`config.mk`:
```
export PLATFORM = sky130hd
export DESIGN_NAME = audio_frame_ctrl_flat
export DESIGN_NICKNAME = d
export VERILOG_FILES = /design/src/rtl/audio_pkg.sv /design/src/rtl/audio_frame_ctrl_if.sv /design/src/rtl/audio_bck_gen.sv /design/src/rtl/audio_frame_ctrl.sv /design/src/flat_wrapper.sv
export SDC_FILE = /design/constraint.sdc
export NUM_CORES = 1
export LEC_CHECK = 0
export BUFFER_PORTS_ARGS = -buffer_cell sky130_fd_sc_hd__buf_2
export CAP_MARGIN = 15
export CORE_ASPECT_RATIO = 1.2
export CORE_MARGIN = 2
export CORE_UTILIZATION = 40
export DETAILED_ROUTE_END_ITERATION = 8
export PLACE_DENSITY = 0.74
export SLEW_MARGIN = 40
export SYNTH_ARGS = -nofsm -noshare
export SYNTH_HDL_FRONTEND = slang
export SYNTH_SLANG_ARGS = --single-unit
```
`constraint.sdc`:
```
create_clock -name iCLK -period 2.4 [get_ports iCLK]
set_input_delay 0.48 -clock iCLK [delete_from_list [all_inputs] [get_ports iCLK]]
set_output_delay 0.48 -clock iCLK [all_outputs]
set_load 0.03 [all_outputs]
```
`src/rtl/audio_pkg.sv`:
```
// Shared constants and types for the serial audio frame controller.
// The converter frame is fixed at 2 channels x 16 bit slots, MSB first.
package audio_pkg;

  localparam int AUD_W           = 16;
  localparam int SLOTS_PER_CH    = 16;
  localparam int SLOTS_PER_FRAME = 32;
  localparam int SLOT_W          = $clog2(SLOTS_PER_FRAME);
  localparam int UR_CNT_W        = 16;

  typedef struct packed {
    logic [AUD_W-1:0] l;
    logic [AUD_W-1:0] r;
  } stereo_t;

  typedef enum logic {
    BCK_PH_HIGH = 1'b0,
    BCK_PH_LOW  = 1'b1
  } bck_phase_e;

  // The left channel occupies the first half of the frame (LRCK high).
  function automatic logic slot_is_left(input logic [SLOT_W-1:0] slot);
    return (slot < SLOT_W'(SLOTS_PER_CH));
  endfunction

endpackage

```
`src/rtl/audio_frame_ctrl_if.sv`:
```
// Sample-side bus of the frame controller: captured samples out, playback samples in.
interface audio_frame_ctrl_if;
  import audio_pkg::*;

  // Playback handshake: a transfer happens on a rising clock edge where
  // iPLAY_VALID and oPLAY_READY are both high; iPLAY_L/iPLAY_R must be stable
  // while iPLAY_VALID is high. Captured samples are a strobe (oSMP_VALID) with
  // no backpressure; oSMP_L/oSMP_R hold until the next strobe.
  logic [AUD_W-1:0] iPLAY_L;
  logic [AUD_W-1:0] iPLAY_R;
  logic             iPLAY_VALID;
  logic             oPLAY_READY;
  logic [AUD_W-1:0] oSMP_L;
  logic [AUD_W-1:0] oSMP_R;
  logic             oSMP_VALID;

  modport slave (
    input  iPLAY_L, iPLAY_R, iPLAY_VALID,
    output oPLAY_READY, oSMP_L, oSMP_R, oSMP_VALID
  );

  modport master (
    output iPLAY_L, iPLAY_R, iPLAY_VALID,
    input  oPLAY_READY, oSMP_L, oSMP_R, oSMP_VALID
  );

endinterface

```
`src/rtl/audio_bck_gen.sv`:
```
// Bit clock / LR clock generator: divides the system clock into BCK half-periods
// and walks the 32-slot frame, emitting one-cycle strobes on BCK edges.
module audio_bck_gen
  import audio_pkg::*;
#(
  parameter int BCK_DIV = 16
) (
  input  logic              clk,
  input  logic              rst,
  input  logic              en,
  output logic              bck,
  output logic              lrck,
  output logic              fall_evt,
  output logic              rise_evt,
  output logic [SLOT_W-1:0] slot
);

  localparam int              CNT_W   = $clog2(BCK_DIV);
  localparam logic [CNT_W-1:0] CNT_MAX = CNT_W'(BCK_DIV - 1);

  bck_phase_e        phase_q, phase_d;
  logic [CNT_W-1:0]  div_q, div_d;
  logic [SLOT_W-1:0] slot_q, slot_d;
  logic              lrck_q, lrck_d;

  always_ff @(posedge clk) begin
    if (rst) begin
      phase_q <= BCK_PH_HIGH;
      div_q   <= '0;
      slot_q  <= '1;
      lrck_q  <= 1'b0;
    end else begin
      phase_q <= phase_d;
      div_q   <= div_d;
      slot_q  <= slot_d;
      lrck_q  <= lrck_d;
    end
  end

  // Events fire only on the enabled cycle that completes a half-period, so a
  // low enable freezes both the timing state and the strobes.
  always_comb begin
    phase_d  = phase_q;
    div_d    = div_q;
    slot_d   = slot_q;
    lrck_d   = lrck_q;
    fall_evt = 1'b0;
    rise_evt = 1'b0;
    if (en) begin
      if (div_q == CNT_MAX) begin
        div_d = '0;
        unique case (phase_q)
          BCK_PH_HIGH: begin
            phase_d  = BCK_PH_LOW;
            fall_evt = 1'b1;
            slot_d   = slot_q + SLOT_W'(1);
            lrck_d   = slot_is_left(slot_d);
          end
          BCK_PH_LOW: begin
            phase_d  = BCK_PH_HIGH;
            rise_evt = 1'b1;
          end
          default: phase_d = BCK_PH_HIGH;
        endcase
      end else begin
        div_d = div_q + CNT_W'(1);
      end
    end
  end

  assign bck  = (phase_q == BCK_PH_HIGH);
  assign lrck = lrck_q;
  assign slot = slot_q;

endmodule

```
`src/rtl/audio_frame_ctrl.sv`:
```
// Master timing and once-per-frame sample handoff between the serial audio
// converter and the sample-processing logic.
module audio_frame_ctrl
  import audio_pkg::*;
#(
  parameter int BCK_DIV = 16,
  parameter int DATA_W  = 16
) (
  input  logic                iCLK,
  input  logic                iRST,
  input  logic                iEN,
  output logic                AUD_BCK,
  output logic                AUD_LRCK,
  input  logic [DATA_W-1:0]   AUD_inL,
  input  logic [DATA_W-1:0]   AUD_inR,
  output logic [DATA_W-1:0]   AUD_outL,
  output logic [DATA_W-1:0]   AUD_outR,
  audio_frame_ctrl_if.slave   smp_if,
  output logic                oUNDERRUN,
  output logic [UR_CNT_W-1:0] oUNDERRUN_CNT
);

  if (BCK_DIV < 2) begin : g_bad_div
    $error("audio_frame_ctrl: BCK_DIV must be at least 2");
  end
  if (DATA_W != AUD_W) begin : g_bad_width
    $error("audio_frame_ctrl: DATA_W must equal the converter width of 16");
  end

  logic              fall_evt, rise_evt, cap_evt, accept;
  logic [SLOT_W-1:0] slot;
  logic              unused_fall;

  stereo_t              smp_q, pend_q, out_q;
  logic                 smp_valid_q, pend_full_q, primed_q, underrun_q;
  logic [UR_CNT_W-1:0]  ur_cnt_q;

  audio_bck_gen #(
    .BCK_DIV (BCK_DIV)
  ) u_bck_gen (
    .clk      (iCLK),
    .rst      (iRST),
    .en       (iEN),
    .bck      (AUD_BCK),
    .lrck     (AUD_LRCK),
    .fall_evt (fall_evt),
    .rise_evt (rise_evt),
    .slot     (slot)
  );

  assign unused_fall = fall_evt;

  // The rising edge inside the last right slot is the only point where the
  // converter word is complete and the left playback word is not yet in use.
  assign cap_evt = rise_evt && (slot == SLOT_W'(SLOTS_PER_FRAME - 1));

  assign smp_if.oPLAY_READY = !pend_full_q && !iRST;
  assign accept             = smp_if.iPLAY_VALID && smp_if.oPLAY_READY;

  always_ff @(posedge iCLK) begin
    if (iRST) begin
      smp_q       <= '0;
      smp_valid_q <= 1'b0;
      pend_q      <= '0;
      pend_full_q <= 1'b0;
      primed_q    <= 1'b0;
      out_q       <= '0;
      underrun_q  <= 1'b0;
      ur_cnt_q    <= '0;
    end else begin
      smp_valid_q <= cap_evt;
      if (cap_evt) begin
        smp_q.l <= AUD_inL;
        smp_q.r <= AUD_inR;
      end

      // The pending state seen here is the start-of-cycle value, so a sample
      // accepted on the capture cycle waits for the next frame.
      if (cap_evt && pend_full_q) begin
        out_q       <= pend_q;
        pend_full_q <= 1'b0;
      end else if (cap_evt && primed_q) begin
        underrun_q <= 1'b1;
        if (ur_cnt_q != '1) begin
          ur_cnt_q <= ur_cnt_q + UR_CNT_W'(1);
        end
      end

      // Accept implies the buffer was empty, so it never collides with the drain.
      if (accept) begin
        pend_q.l    <= smp_if.iPLAY_L;
        pend_q.r    <= smp_if.iPLAY_R;
        pend_full_q <= 1'b1;
        primed_q    <= 1'b1;
      end
    end
  end

  assign smp_if.oSMP_L     = smp_q.l;
  assign smp_if.oSMP_R     = smp_q.r;
  assign smp_if.oSMP_VALID = smp_valid_q;
  assign AUD_outL          = out_q.l;
  assign AUD_outR          = out_q.r;
  assign oUNDERRUN         = underrun_q;
  assign oUNDERRUN_CNT     = ur_cnt_q;

endmodule

```
`src/flat_wrapper.sv`:
```
// flat-port wrapper written by rule: the top's interface ports become plain ports
module audio_frame_ctrl_flat import audio_pkg::*;
#(
  parameter int BCK_DIV = 16,
  parameter int DATA_W  = 16
)
  (iCLK, iRST, iEN, AUD_BCK, AUD_LRCK, AUD_inL, AUD_inR, AUD_outL, AUD_outR, oUNDERRUN, oUNDERRUN_CNT, smp_if_iPLAY_L, smp_if_iPLAY_R, smp_if_iPLAY_VALID, smp_if_oPLAY_READY, smp_if_oSMP_L, smp_if_oSMP_R, smp_if_oSMP_VALID);
  audio_frame_ctrl_if smp_if_i ();
  input  logic iCLK;
  input  logic iRST;
  input  logic iEN;
  output logic AUD_BCK;
  output logic AUD_LRCK;
  input  logic [DATA_W-1:0] AUD_inL;
  input  logic [DATA_W-1:0] AUD_inR;
  output logic [DATA_W-1:0] AUD_outL;
  output logic [DATA_W-1:0] AUD_outR;
  output logic oUNDERRUN;
  output logic [UR_CNT_W-1:0] oUNDERRUN_CNT;
  input wire logic [$bits(smp_if_i.iPLAY_L)-1:0] smp_if_iPLAY_L;
  input wire logic [$bits(smp_if_i.iPLAY_R)-1:0] smp_if_iPLAY_R;
  input wire logic [$bits(smp_if_i.iPLAY_VALID)-1:0] smp_if_iPLAY_VALID;
  output wire logic [$bits(smp_if_i.oPLAY_READY)-1:0] smp_if_oPLAY_READY;
  output wire logic [$bits(smp_if_i.oSMP_L)-1:0] smp_if_oSMP_L;
  output wire logic [$bits(smp_if_i.oSMP_R)-1:0] smp_if_oSMP_R;
  output wire logic [$bits(smp_if_i.oSMP_VALID)-1:0] smp_if_oSMP_VALID;
  assign smp_if_i.iPLAY_L = smp_if_iPLAY_L;
  assign smp_if_i.iPLAY_R = smp_if_iPLAY_R;
  assign smp_if_i.iPLAY_VALID = smp_if_iPLAY_VALID;
  assign smp_if_oPLAY_READY = smp_if_i.oPLAY_READY;
  assign smp_if_oSMP_L = smp_if_i.oSMP_L;
  assign smp_if_oSMP_R = smp_if_i.oSMP_R;
  assign smp_if_oSMP_VALID = smp_if_i.oSMP_VALID;
  audio_frame_ctrl #(.BCK_DIV(BCK_DIV), .DATA_W(DATA_W)) u_core (.iCLK(iCLK), .iRST(iRST), .iEN(iEN), .AUD_BCK(AUD_BCK), .AUD_LRCK(AUD_LRCK), .AUD_inL(AUD_inL), .AUD_inR(AUD_inR), .AUD_outL(AUD_outL), .AUD_outR(AUD_outR), .smp_if(smp_if_i), .oUNDERRUN(oUNDERRUN), .oUNDERRUN_CNT(oUNDERRUN_CNT));
endmodule
```
==> metrics.txt, run 1 <==
status finished, final reports clean; final setup margin 0.2252 ns; GPL Wtd Cong about 0.78; Arr. time, crit path 2.48 ns; setup slack, reg-to-reg approximately 0.23 ns; Pwr Total ~4.7 mW; Synth Warn # 0; pin count of the biggest net entering global routing 50; PD cells 758.3 mW/mm^2; die area about 0.013 sq mm; Syn Area/Cell 8.068 sq um; post-synthesis sequential area ratio 0.5314; WL/cell 12.40 microns; Post-synth EDFFs 0; vias in the first global route 3913; Post-Route WL 11250 microns; total CTS buffers 17; Port Buffer Count 152; clock slew at reported path FFs 0.06 ns; Slew @ Worst Pin 0.5368 ns; routed vias between 4000 and 5000; starting density of the core 0.4117; Max Clock Skew 0.005866 ns; area grow syn2layout 30.86%; max cap viols 0; most frequent CP cell ha_1; H-tree levels 4; Yosys top cell by area dfxtp_1; Top Ports between 150 and 200; worst ir drop on vdd 0.4185 mV; dpl cells 875; Final nets 809; RR Endpoint u_core.oUNDERRUN_CNT[15]$_SDFFE_PP0P_; core area 0.01162 sq mm; Syn Inst Count approximately 590; CTS root buf clkbuf_16; Die Ht 123.8 microns; fin. max-slew vios 0; Antenna Nets Post-Route 0; Slew headroom 0.6422; first-pass iteration count of the detailed router 4; vias per std cell 4.850; Period Utilization, post-route 0.9062; gr ovfl total 0; CP endpoint u_core.oUNDERRUN_CNT[15]$_SDFFE_PP0P_; Worst Setup SP u_core.u_bck_gen.slot[0]$_SDFFE_PP1P_; post-CTS resize count 0; FF+latch count, synth 127; CP max stage delay 0.57 ns; Final min period 2.175 ns; Final Non-Filler Cells 907; aggregate global-route resource usage 0.1747; Remaining DRCs 0; top cells by area, synth dfxtp_1 (53%), nand2_1 (16%), a21oi_1 (8.1%); FP Rows 43; clock latency on the worst-skew pair ~0.4 ns; commonest non-fill, non-tap cell in the layout nand2_1; post-synth top area share 0.5314; unrepaired setup endpoints after global routing no; Final Hold Fails 0; TNS Setup 0 ns; most frequent cells in the layout nand2_1 (206), buf_2 (152), dfxtp_1 (127); worst path cell trace ha_1 > and3_1 > ha_1 > nand2_1 > or4_4 > o31a_1 > a311oi_1; ys async rst share 0; DRT iter0 DRCs roughly 160; predominant post-synthesis flop cell dfxtp_1; Die X 103.8 microns; leak pwr between 2 and 3 nW; reg2reg start u_core.u_bck_gen.slot[0]$_SDFFE_PP1P_; CTS tree built; Antenna Cells 0; clk sinks about 130; Hold Buf Count CTS 0; Setup-failing EPs final 0; antenna violations before repair 0; DP Wirelength 7658 microns; required time worst endpoint 2.70 ns; global-route wire length before repair 18320 microns; HP Class input pin to flip-flop; Max Fclk 459.8 MHz; Post-Syn Nets 665; mapped cell area 0.004785 sq mm; Util after Layout 0.5388; setup bufs post-CTS 0; Critical Path Fanout Max 4; Cell variety after synth 42; CP Capture Type flip-flop; Crit-path slowest cell or4_4; Worst Setup Start Kind flip-flop; worst reg-to-reg path cell count 7; setup slack at placement between 0.2 and 0.25 ns; Max Root-Sink Buffers 2; CP Class flip-flop to flip-flop; share of layout cells above drive strength 1 0.2720
==> worst min-delay path by stage <==
| stage | from | to | cells after the start |
|---|---|---|---|
| floorplan | u_core.pend_q[31]$_SDFFE_PP0P_ | u_core.AUD_outL[15]$_SDFFE_PP0P_ | 2 |
| global placement | u_core.pend_q[0]$_SDFFE_PP0P_ | u_core.AUD_outR[0]$_SDFFE_PP0P_ | 2 |
| detailed placement | u_core.pend_q[30]$_SDFFE_PP0P_ | u_core.AUD_outL[14]$_SDFFE_PP0P_ | 2 |
| CTS | smp_if_iPLAY_R[11] | u_core.pend_q[11]$_SDFFE_PP0P_ | 3 |
| global route | smp_if_iPLAY_R[11] | u_core.pend_q[11]$_SDFFE_PP0P_ | 3 |
| finish | smp_if_iPLAY_R[11] | u_core.pend_q[11]$_SDFFE_PP0P_ | 3 |
==> sequential cells by signal, summed over array words and instances, names as in the netlist <==
name and flops:
u_core.AUD_outL 16, u_core.AUD_outR 16, u_core.oUNDERRUN 1, u_core.oUNDERRUN_CNT 16
u_core.pend_full_q 1, u_core.pend_q 32, u_core.primed_q 1, u_core.smp_if.oSMP_L 16
u_core.smp_if.oSMP_R 16, u_core.smp_if.oSMP_VALID 1, u_core.u_bck_gen.div_q 4, u_core.u_bck_gen.lrck 1
u_core.u_bck_gen.phase_q 1, u_core.u_bck_gen.slot 5
==> cell type report <==
type	count	area (sq um)
clock inverter	13	115.1
multi-input combinational	420	2052
fill	1150	5360
clock buffer	19	452.9
inverter	7	26.28
sequential	127	2542
tap	157	196.4
timing repair buffer	164	875.8
==> synthesized netlist by cell type (3+ instances only) <==
| cell type | instances |
|---|---|
| o21a_1 | 3 |
| dfxtp_1 | 127 |
| o31ai_1 | 6 |
| buf_2 | 5 |
| or4_1 | 6 |
| inv_1 | 7 |
| ha_1 | 4 |
| and3_1 | 3 |
| a21oi_1 | 77 |
| nor3_1 | 8 |
| and2_1 | 3 |
| nor2_1 | 15 |
| o21ai_0 | 37 |
| nand3_1 | 10 |
| nor4_1 | 4 |
| nand4_1 | 7 |
| nand2_1 | 206 |
| a311oi_1 | 3 |
| clkbuf_1 | 32 |
==> power by group <==
part | switching, mW | internal, mW | total (mW)
Combinational | 0.0910 | 0.0709 | 0.162
Clock | 0.933 | 1.48 | 2.41
Sequential | 0.0235 | 2.15 | 2.18
==> layer usage <==
metal	share of wire	vias to the layer above	global-route usage
li1	-	2293	-
met1	0.44	1970	0.2089
met2	0.48	125	0.2940
met3	0.068	11	0.06175
met4	0.010	0	0.06081
met5	0	-	0
==> stage by stage <==
step	hold WS, ns	cell area, sq um
2_1_floorplan	0.4322	4785
3_3_place_gp	0.4372	5693
3_5_place_dp	0.4427	5693
4_1_cts	0.2512	6261
5_1_grt	0.2496	6261
6_report	0.2672	6261
==> kinds of logic (layout without fill, tap and decap cells) <==
| logic type | after synthesis | after routing | synth area share |
|---|---|---|---|
| AOI/OAI and AO/OA | 136 | 136 | 0.1566 |
| muxes | 1 | 1 | 0.002092 |
| and+or+nand+nor | 275 | 275 | 0.2516 |
| DFF | 127 | 127 | 0.5314 |
| buffers and inverters | 46 | 203 | 0.04053 |
| xor gates and xnor gates | 4 | 4 | 0.007324 |
| adders and majority gates | 4 | 4 | 0.01046 |
==> worst max-delay path, delay by kind of cell, from the launching register on <==
family	cells	cell delay [ns]
AND/OR/NAND/NOR	3	0.82
AO/OA/AOI/OAI	2	0.51
flip-flops	1	0.37
adder cells (fa/ha/maj)	2	0.38
(Power assumes the default switching activity.)
==> run 2, diff against run 1 <==
- BUFFER_PORTS_ARGS: -buffer_cell sky130_fd_sc_hd__buf_2 -> unset
- DONT_BUFFER_PORTS: unset -> 1
- PLACE_DENSITY: 0.74 -> 0.66
- clock period: 2.4 -> 1.9 ns (I/O delays scaled with it)
==> run 2 against run 1 <==
  * The run now ends with negative setup slack left
  * Die area did not move
  * Routed wire length rose by 2.7%
  * Total power rose by 24%
  * Setup slack got worse by 0.27 ns
  * First-iteration DRC count rose by 15%
  * Worst hold slack got worse by 0.22 ns
  * Via count fell by 6.6%
  * Sequential cell count did not move
  * Global-route usage barely moved
  * Largest power group unchanged
==> metrics.txt, run 2 (same netlist as run 1, synthesis figures left out) <==
Final nets 690 (-15%); Hold Buf Count CTS 0 (unchanged); max cap viols 0 (unchanged); Die Ht 123.8 microns (unchanged); WL/cell 14.67 microns (+18%); CP max stage delay 0.51 ns (-0.06 ns); die area 0.01286 sq mm (unchanged); Slew @ Worst Pin 0.4118 ns (-0.1249 ns); clock latency on the worst-skew pair 0.40 ns (about the same); CTS root buf clkbuf_16; DP Wirelength 7797 microns (+1.8%); leak pwr 2.059 nW (-20%); HP Class input pin to flip-flop; clock slew at reported path FFs 0.05 ns (about the same); Remaining DRCs 0 (unchanged); Final min period 1.945 ns (-0.2298 ns); Max Root-Sink Buffers 2 (unchanged); CP Class flip-flop to flip-flop; commonest non-fill, non-tap cell in the layout nand2_1; Port Buffer Count 0 (-100%); DRT iter0 DRCs 188 (+15%); final setup margin -0.04500 ns (-0.2702 ns); required time worst endpoint 2.21 ns (-0.49 ns); Worst Setup Start Kind flip-flop; FP Rows 43 (unchanged); Period Utilization, post-route 1.024 (+0.1175); sw frac 0.2053 (-0.01537); Crit-path slowest cell or4_4; gr ovfl total 0 (unchanged); worst ir drop on vdd 0.6486 mV (+55%); Arr. time, crit path 2.25 ns (-0.23 ns); total CTS buffers 17 (unchanged); GPL Wtd Cong 0.8379 (+8.0%); starting density of the core 0.4117 (unchanged); dpl cells 752 (-14%); fin. max-slew vios 0 (unchanged); vias per std cell 5.220 (+7.6%); routed vias 4108 (-6.6%); Max Fclk 514.1 MHz (+12%); antenna violations before repair 0 (unchanged); area grow syn2layout 24.14%; Antenna Cells 0 (unchanged); H-tree levels 4 (unchanged); Top Ports 153 (unchanged); unrepaired setup endpoints after global routing yes; Die X 103.8 microns (unchanged); share of layout cells above drive strength 1 0.1698 (-0.1022); Slew headroom 0.7254 (+0.08328); global-route wire length before repair 18390 microns (+0.38%); worst path cell trace ha_4 > and3_4 > ha_4 > nand2_1 > or4_4 > o31a_1 > a311oi_2; Final Hold Fails 0 (unchanged); aggregate global-route resource usage 0.1749 (+0.0002066); Reg with most FFs u_core.pend_q; failing checks negative setup slack; PD cells 990.5 mW/mm^2 (+31%); Util after Layout 0.5111 (-0.02767); Setup-failing EPs final 3 (+3); most frequent cells in the layout nand2_1 (206), dfxtp_1 (125), a21oi_1 (73); Flop pwr share 0.468 (+0.010); NetSw 1.208 mW (+15%); Max Clock Skew 0.01399 ns (+0.008123 ns); pin count of the biggest net entering global routing 89 (+78%); status complete, but fails checks; Final Non-Filler Cells 787 (-13%); Logic pwr share 0.020 (-0.014); first-pass iteration count of the detailed router 5 (+1); CTS tree built; Critical Path Fanout Max 4 (unchanged); Post-Route WL 11550 microns (+2.7%); CP Capture Type flip-flop; Pint 4.675 mW (+26%); Antenna Nets Post-Route 0 (unchanged); clk sinks 127 (unchanged); core area 0.01162 sq mm (unchanged); clock share of power 0.513 (+0.005); vias in the first global route 4009 (+2.5%); max FFs per register 32 (unchanged); most frequent CP cell ha_4
==> run 2: cell types whose count changed in the layout (fill, tap and decap cells not counted), sizes merged <==
cell,delta
inv,-1
bufinv,+1
buf,-119
clkinvlp,-1
==> run 2: power groups by stage <==
stage	Sequential [mW]	Combinational (mW)	Clock, mW
after detailed placement	2.80	0.115	0
after global placement	2.80	0.111	0
final	2.75	0.115	3.02
after CTS	2.75	0.115	3.11
after floorplan	2.80	0.106	0
after global routing	2.76	0.133	3.23
==> run 2: worst paths after layout <==
kind	from	to	slack, ns	cells past startpoint
max	u_core.u_bck_gen.slot[1]$_SDFFE_PP1P_	u_core.oUNDERRUN_CNT[15]$_SDFFE_PP0P_	-0.05	7
min	iRST	u_core.AUD_outR[15]$_SDFFE_PP0P_	0.05	1
max reg2reg	u_core.u_bck_gen.slot[1]$_SDFFE_PP1P_	u_core.oUNDERRUN_CNT[15]$_SDFFE_PP0P_	-0.05	7
min reg2reg	u_core.pend_q[3]$_SDFFE_PP0P_	u_core.AUD_outR[3]$_SDFFE_PP0P_	0.44	2
==> run 2: stage by stage <==
| step | hold slack [ns] | cell area (sq um) | setup slack, ns | TNS [ns] | power [mW] |
|---|---|---|---|---|---|
| 3_5_place_dp | 0.4373 | 5228 | -0.07813 | -0.3521 | 2.919 |
| 3_3_place_gp | 0.4314 | 5228 | 0.001749 | 0 | 2.914 |
| 6_report | 0.04710 | 5939 | -0.04500 | -0.08994 | 5.883 |
| 2_1_floorplan | 0.4322 | 4825 | 0.006423 | 0 | 2.905 |
| 5_1_grt | 0.02565 | 5939 | -0.1410 | -0.7224 | 6.121 |
| 4_1_cts | 0.02867 | 5808 | -0.04488 | -0.1002 | 5.975 |
==> run 2: repair_timing <==
action | CTS | global route
endpoints found under the setup margin | 9 | 47
gates resized for setup | 3 | 24
setup buffers | 2 | 2
pin swaps | 10 | 16
==> run 2: worst max-delay path, delay by kind of cell (launching register included) <==
kind	cells	cell delay, ns
AO/OA/AOI/OAI	2	0.47
AND/OR/NAND/NOR	3	0.76
adder cells (fa/ha/maj)	2	0.26
flip-flops	1	0.36
==> run 2: layout make-up <==
cell class                 count  area, sq um
fill                        1152         5682
timing repair buffer          45        415.4
multi-input combinational    420         2202
sequential                   127         2545
inverter                       7        26.28
tap                          157        196.4
clock inverter                12        121.4
clock buffer                  19        432.9
==> run 2: per-layer routing <==
layer,vias up,share of wire,track usage
met5,-,0,0
met4,0,0.014,0.06334
met3,14,0.071,0.06436
met2,120,0.50,0.3026
met1,1925,0.41,0.2000
li1,2049,-,-
